===== config.mk =====
export PLATFORM = sky130hd
export DESIGN_NAME = mat4x4_4x2_seq_mac
export DESIGN_NICKNAME = d
export VERILOG_FILES = /design/src/rtl/mat4x4_4x2_seq_mac.sv
export SDC_FILE = /design/constraint.sdc
export NUM_CORES = 1
export LEC_CHECK = 0
export CAP_MARGIN = 20
export CORE_MARGIN = 5
export CORE_UTILIZATION = 40
export CTS_CLUSTER_SIZE = 24
export DETAILED_ROUTE_END_ITERATION = 10
export PLACE_DENSITY = 0.54
export SLEW_MARGIN = 20
export SYNTH_ARGS = -nofsm -noshare
export SYNTH_HDL_FRONTEND = slang
export SYNTH_SLANG_ARGS = --single-unit
export TNS_END_PERCENT = 1

===== constraint.sdc =====
create_clock -name clk -period 8.3 [get_ports clk]
set_input_delay 1.66 -clock clk [delete_from_list [all_inputs] [get_ports clk]]
set_output_delay 1.66 -clock clk [all_outputs]
set_load 0.01 [all_outputs]

===== src/rtl/mat4x4_4x2_seq_mac.sv =====
// Sequential signed 4x4 x 4x2 matrix multiply on one time-shared MAC, fed one element per handshake.
// Optional MATMUL_PAR_OUT_EN adds registered parallel outputs S0..S7 and a done pulse.
module mat4x4_4x2_seq_mac #(
  parameter int DATA_W = 5,
  parameter int ACC_W  = 12
) (
  input  logic                     clk,
  input  logic                     rst_n,
  input  logic signed [DATA_W-1:0] in_data,
  input  logic                     in_valid,
  output logic                     in_ready,
  output logic signed [ACC_W-1:0]  out_data,
  output logic [2:0]               out_idx,
  output logic                     out_last,
  output logic                     out_valid,
  input  logic                     out_ready
`ifdef MATMUL_PAR_OUT_EN
  ,
  output logic signed [ACC_W-1:0]  S0,
  output logic signed [ACC_W-1:0]  S1,
  output logic signed [ACC_W-1:0]  S2,
  output logic signed [ACC_W-1:0]  S3,
  output logic signed [ACC_W-1:0]  S4,
  output logic signed [ACC_W-1:0]  S5,
  output logic signed [ACC_W-1:0]  S6,
  output logic signed [ACC_W-1:0]  S7,
  output logic                     done
`endif
);

  localparam logic [1:0] LOAD_A = 2'd0;
  localparam logic [1:0] LOAD_B = 2'd1;
  localparam logic [1:0] CALC   = 2'd2;
  localparam logic [1:0] OUT    = 2'd3;

  localparam int PW = 2 * DATA_W;

  logic [1:0]               state;
  logic [4:0]               el_cnt;
  logic [2:0]               res_idx;
  logic [1:0]               k;
  logic signed [ACC_W-1:0]  acc;
  logic signed [DATA_W-1:0] elem [24];

  logic [4:0]               a_sel, b_sel;
  logic signed [DATA_W-1:0] a_el, b_el;
  logic signed [PW-1:0]     prod;
  logic signed [ACC_W-1:0]  acc_nxt;

  // A[i][k] lives at 4i+k, B[k][j] at 16+2k+j; result index is 2i+j.
  assign a_sel   = {1'b0, res_idx[2:1], k};
  assign b_sel   = 5'd16 + {2'b00, k, res_idx[0]};
  assign a_el    = elem[a_sel];
  assign b_el    = elem[b_sel];
  assign prod    = PW'(a_el) * PW'(b_el);
  assign acc_nxt = acc + {{(ACC_W-PW){prod[PW-1]}}, prod};

  assign in_ready  = (state == LOAD_A) || (state == LOAD_B);
  assign out_valid = (state == OUT);
  assign out_idx   = res_idx;
  assign out_last  = out_valid && (res_idx == 3'd7);

`ifdef MATMUL_PAR_OUT_EN
  logic signed [ACC_W-1:0] par_s [8];

  always_ff @(posedge clk or negedge rst_n) begin
    if (!rst_n) begin
      for (int n = 0; n < 8; n++) par_s[n] <= '0;
    end else if (state == CALC && k == 2'd3) begin
      par_s[res_idx] <= acc_nxt;
    end
  end

  assign S0   = par_s[0];
  assign S1   = par_s[1];
  assign S2   = par_s[2];
  assign S3   = par_s[3];
  assign S4   = par_s[4];
  assign S5   = par_s[5];
  assign S6   = par_s[6];
  assign S7   = par_s[7];
  assign done = out_valid && out_ready && out_last;
`endif

  always_ff @(posedge clk or negedge rst_n) begin
    if (!rst_n) begin
      state    <= LOAD_A;
      el_cnt   <= '0;
      res_idx  <= '0;
      k        <= '0;
      acc      <= '0;
      out_data <= '0;
      for (int n = 0; n < 24; n++) elem[n] <= '0;
    end else begin
      case (state)
        LOAD_A: begin
          if (in_valid) begin
            elem[el_cnt] <= in_data;
            el_cnt       <= el_cnt + 5'd1;
            if (el_cnt == 5'd15) state <= LOAD_B;
          end
        end
        LOAD_B: begin
          if (in_valid) begin
            elem[el_cnt] <= in_data;
            if (el_cnt == 5'd23) begin
              el_cnt  <= '0;
              res_idx <= '0;
              k       <= '0;
              acc     <= '0;
              state   <= CALC;
            end else begin
              el_cnt <= el_cnt + 5'd1;
            end
          end
        end
        CALC: begin
          acc <= acc_nxt;
          k   <= k + 2'd1;
          if (k == 2'd3) begin
            out_data <= acc_nxt;
            state    <= OUT;
          end
        end
        default: begin
          // Result is held until the consumer takes it; the MAC idles meanwhile.
          if (out_ready) begin
            if (res_idx == 3'd7) begin
              res_idx <= '0;
              state   <= LOAD_A;
            end else begin
              res_idx <= res_idx + 3'd1;
              acc     <= '0;
              k       <= '0;
              state   <= CALC;
            end
          end
        end
      endcase
    end
  end

endmodule


==> results.toml, run 1 <==
[floorplanning]
dieArea_um2 = 24600
ios = 27
die_x_um = 157
start_util = 0.409
rows = 53
die_h_um = 157
fp.coreArea_um2 = 21100

[logic_synthesis]
ys.flop_type = "dfrtp_1"
yosysMostFrequentCell = "dfrtp_1"
yosys.area.top_type = "dfrtp_1"
synthTopCellsByArea = "dfrtp_1 45%, mux2_2 16%, mux4_2 8.9%"
seq_area_frac_synth = 0.453
syn_nets = 743
synth.distinct_cells = 52
synth_common_cells = "156 x dfrtp_1, 120 x mux2_2, 45 x nand2_1"
synth_top_area_share = 0.453
synthArstFlopShare = 1.00
synth.cell_area_um2 = 8610
synth_enable_flop_cells = 0
synth_seq_cells = 156
syn_inst = 678
synth_warnings = 0
syn-mean-instance-area_um2 = 12.7

[global_route]
grt_max_degree = 92
overflow = 0
grt_pass1_vias = 5727
grt_pass1_wl_um = 32500
grt_usage = 0.170
grt_antenna_before_repair = 0

[layout]
fin_area_um2 = 9740
seqCellArea_um2 = 3910
stdcell_count = 989
n_fill_cell = 1898
layout-drive-gt1-share = 0.276
area_delta_synth_final_pct = 13.1
multi_input_area_um2 = 4400
diodes = 0
fin_nets = 766

[critical_path]
crit_family = "adder cells"
cp.arrival_ns = 7.53
cpMostUsedCell = "fa_1"
slowest_stage = "dfrtp_2"
reg2reg_to = "acc[11]"
endpoint_kind = "flip-flop"
reg2reg_depth = 22
path_class = "flip-flop to flip-flop"
slowest_delay_ns = 0.79
crit_fanout = 20
worstSetupStartpointType = "flip-flop"
crit_chain = "buf_4 -> mux4_2 -> mux4_2 -> nor2b_4 -> inv_2 -> fa_1 -> fa_1 -> fa_1 -> inv_1 -> fa_1 -> a211oi_1 -> o21bai_1 -> a21oi_1 -> xor2_1 -> inv_1 -> ha_1 -> and2_1 -> nand3_1 -> a211oi_1 -> o21bai_1 -> mux2_1 -> nand3_1"
critPathRequiredTime_ns = 8.67
worst-path-buf-inv = 4
rr_startpoint = "k[0]"
ff2ff_setup_slack_ns = 1.13

[detailed_routing]
via_per_inst = 5.42
antenna_left = 0
vias = 5361
drtIter0Drc = 262
wl_um = 19600
drc = 0
wl_per_cell_um = 19.8
firstDrtPassIters = 4

[timing]
min_period_over_period = 0.863
max_freq_mhz = 140
fin_ws_ns = 1.13
rsz0062_at_grt = "no"
finalSetupViolCount = 0
hold_viol_final = 0
slew_violations = 0
fin_skew_ns = 0.0125
fin_crit_ns = 7.17
fin_setup_tns_ns = 0
max_slew_margin = 0.318
tightest_slew_ns = 1.02

[clock_network]
clkLatencyLatePin_ns = 0.43
clk_pin_slew_ns = 0.07
h-tree-depth = 4
cts.path.max_buffers = 2
numCtsBuffers = 17
cts-root-buf = "clkbuf_16"
cts_setup_buffers = 0
post_cts_resized = 0
postCtsHoldBufs = 0
numClockSinks = 156
cts_tree = "done"

[pwr]
power_density_nw_per_um2 = 361
finalPower_w = 0.00352
p_leak_nw = 4.51
worst_ir_drop_vdd_mv = 0.142

[worst_hold_path]
worstHoldStart = "out_data[2]"
min_path_cells = 2
hp-class = "flip-flop to flip-flop"
min_to = "out_data[2]"

[job]
cap_violations = 0

[placed_design]
place_congestion = 0.801
dp.cells = 957
dp_slack_ns = 1.13
placed_cell_area_um2 = 9110
port_buffers = 26
hpwl_um = 14000

[status]
status = "finished clean"
[worst max-delay path by stage]
| stage | from | endpoint | depth (start not counted) |
|---|---|---|---|
| floorplan | k[0] | acc[11] | 22 |
| global placement | k[0] | acc[11] | 22 |
| detailed placement | k[0] | acc[11] | 22 |
| CTS | k[0] | acc[11] | 22 |
| global route | k[0] | acc[11] | 22 |
| finish | k[0] | acc[11] | 22 |
[worst min-delay path: stages (launching register included)]
cell and delay [ns]:
dfrtp_1 0.34, nand2_1 0.05, nand2_1 0.06
[layout by cell type (no fill, tap or decap), types with 4 or more instances in the layout]
cell,count
clkbuf_16,17
mux2_2,120
inv_1,42
o31ai_1,6
o21ai_0,14
nor2b_1,17
and2_1,5
nand2_1,45
nand3_1,8
clkinv_8,5
dfrtp_1,155
o21bai_1,4
mux4_2,34
clkdlybuf4s50_1,25
xor2_1,6
o21ai_1,7
buf_4,5
ha_1,38
a21oi_1,15
mux2i_1,8
or3_1,4
nor2_1,37
nand2b_1,7
xnor2_1,11
a21o_1,6
fa_1,18
inv_6,4
[final cells by class]
type	count	area share
clock buffers	17	0.0437
clock inverters	15	0.0202
inverters	43	0.0166
multi-input cells	451	0.452
flip-flops and latches	156	0.401
well taps	275	0.0353
repair buffers	32	0.0319
[through the flow]
stage                     utilization  hold slack [ns]
final                           0.462            0.484
after global routing            0.462            0.502
after CTS                       0.462            0.485
after detailed placement        0.432            0.470
after global placement          0.432            0.462
after floorplan                     -            0.450
[per-layer routing]
metal  GRT usage  up-vias  wire length (µm)
met4      0.0488        0               332
met2       0.270       65              9590
li1            -     2460                 -
met3      0.0354       23               443
met5           0        -                 0
met1       0.237     2813              9210
[registers in the layout, indices dropped and copies added (netlist names)]
| name | count |
|---|---|
| out_data | 12 |
| out_idx | 3 |
| elem | 120 |
| acc | 12 |
| k | 2 |
| el_cnt | 5 |
| state | 2 |
[power breakdown]
group	switching [W]	internal (W)	leakage, nW	total (W)
combinational	0.000752	0.000738	2.10	0.00149
sequential	0.000213	0.00100	2.11	0.00122
clock	0.000374	0.000436	0.299	0.000810
[cells by family (layout without fill, tap and decap cells)]
group,after synthesis,count (layout),share of synthesized area
flip-flops,156,156,0.453
AND/OR/NAND/NOR,140,140,0.0777
adder cells (fa/ha/maj),56,56,0.0970
AO/OA/AOI/OAI,71,71,0.0539
multiplexers,166,166,0.262
XOR/XNOR,18,18,0.0199
buffers and inverters,71,107,0.0363
Power figures use the tool's default switching activity.
==> run 2, diff against run 1 <==
- CORE_MARGIN: 5 -> default
- SKIP_LAST_GASP: default -> 1
==> results.toml, run 2 (synthesis gave the netlist of run 1 again) <==
[critical_path]
slowest_delay_ns = 0.84
critPathRequiredTime_ns = 8.66
slowest_stage = "dfrtp_2"
worstSetupStartpointType = "flip-flop"
cp.arrival_ns = 7.66
endpoint_kind = "flip-flop"
crit_fanout = 24
cpMostUsedCell = "fa_1"
path_class = "flip-flop to flip-flop"
crit_chain = "mux4_2 -> mux4_2 -> or2_1 -> fa_1 -> fa_1 -> fa_1 -> inv_1 -> fa_1 -> a211oi_1 -> o21bai_1 -> a21oi_1 -> xor2_1 -> inv_1 -> ha_1 -> and2_1 -> nand3_1 -> a211oi_1 -> o211ai_1 -> mux2_1 -> nand3_1"

[global_route]
grt_pass1_wl_um = 30600
grt_usage = 0.183
overflow = 0
grt_pass1_vias = 5664
grt_max_degree = 103
grt_antenna_before_repair = 0

[layout]
largest_register = "elem"
layout-drive-gt1-share = 0.273
layout_commonest_cell = "dfrtp_1"
reg_top3 = "elem: 120 flops, acc: 12 flops, out_data: 12 flops"
fin_nets = 765
area_delta_synth_final_pct = 12.7
largest_reg_flops = 120
layout_common_cells = "155 x dfrtp_1, 120 x mux2_2, 45 x nand2_1"
diodes = 0
n_fill_cell = 1898

[detailed_routing]
drc = 0
antenna_left = 0
vias = 5183
via_per_inst = 5.25
drtIter0Drc = 234
firstDrtPassIters = 4
wl_per_cell_um = 18.8
wl_um = 18500

[floorplanning]
start_util = 0.409
die_h_um = 149
ios = 27
die_x_um = 149
rows = 53
dieArea_um2 = 22100
fp.coreArea_um2 = 21100

[clock_network]
cts_tree = "done"
postCtsHoldBufs = 0
clkLatencyLatePin_ns = 0.43
cts_setup_buffers = 0
cts.path.max_buffers = 2
clk_pin_slew_ns = 0.07
post_cts_resized = 0
numCtsBuffers = 17
cts-root-buf = "clkbuf_16"
h-tree-depth = 4
numClockSinks = 156

[timing]
fin_skew_ns = 0.0151
max_slew_margin = 0.363
finalSetupViolCount = 0
tightest_slew_ns = 0.953
whs_ns = 0.471
fin_crit_ns = 7.30
slew_violations = 0
hold_viol_final = 0
fin_setup_tns_ns = 0
min_period_over_period = 0.879
rsz0062_at_grt = "no"
max_freq_mhz = 137

[worst_hold_path]
hp-class = "flip-flop to flip-flop"

[job]
cap_violations = 0

[placed_design]
port_buffers = 26
place_congestion = 0.833
hpwl_um = 13500

[status]
status = "finished clean"

[pwr]
power_density_nw_per_um2 = 359
p_leak_nw = 4.49
worst_ir_drop_vdd_mv = 0.129
==> run 2: changes by cell type in the layout (fill, tap and decap cells not counted) <==
cell / before / now
clkinv_8: 5 / 0
clkinv_4: 1 / 5
inv_6: 4 / 2
buf_6: 2 / 1
bufinv_16: 1 / 2
clkbuf_1: 0 / 1
clkbuf_8: 0 / 1
clkinvlp_4: 1 / 2
inv_8: 3 / 2
==> run 2: layout make-up <==
| type | instances | area (µm²) | share of cell area |
|---|---|---|---|
| multi-input cells | 451 | 4400 | 0.453 |
| flip-flops and latches | 156 | 3910 | 0.402 |
| clock buffers | 19 | 443 | 0.0456 |
| well taps | 275 | 344 | 0.0354 |
| repair buffers | 31 | 299 | 0.0308 |
| inverters | 43 | 161 | 0.0166 |
| clock inverters | 13 | 159 | 0.0164 |
==> run 2: per-stage QoR <==
stage	std cells	power, W	utilization	cell area (µm²)	setup WS [ns]
after floorplan	678	0.00231	-	8610	1.94
final	988	0.00348	0.460	9710	1.00
after global routing	988	0.00374	0.460	9710	0.566
after detailed placement	956	0.00272	0.432	9110	1.01
after global placement	956	0.00266	0.432	9110	1.29
after CTS	988	0.00353	0.460	9710	1.00
==> run 2: report_power, final <==
part           switching [W]  internal (W)
clock network       0.000340      0.000459
registers           0.000211       0.00100
logic               0.000736      0.000734
==> run 2: worst max-delay path, delay by kind of cell (launching register included) <==
kind	cells	cell delay, ns
adder cells (fa/ha/maj)	5	2.46
multiplexers	3	1.46
AO/OA/AOI/OAI	5	1.24
flip-flops	1	0.84
AND/OR/NAND/NOR	4	0.61
XOR/XNOR	1	0.38
buffers and inverters	2	0.21
==> run 2: per-layer routing <==
metal,wire (µm),global-route usage
met1,8500,0.237
met2,9310,0.311
met3,432,0.0318
met4,306,0.0592
met5,0,0
==> run 2: worst paths after layout <==
| kind | from | endpoint | slack, ns | cells past startpoint |
|---|---|---|---|---|
| worst min register to register | out_data[6] | out_data[6] | 0.47 | 2 |
| worst max register to register | k[0] | acc[11] | 1.00 | 20 |
| min in group asynchronous | rst_n | out_data[5] | 1.30 | 1 |
| max in group asynchronous | rst_n | elem[10] | 5.71 | 2 |
| worst min-delay path | out_data[6] | out_data[6] | 0.47 | 2 |
| worst max-delay path | k[0] | acc[11] | 1.00 | 20 |
==> run 3, diff against run 2 <==
- SLEW_MARGIN: 20 -> default
==> results of run 3 <==
No change in the layout: final DEF, timing and power equal those of run 2.
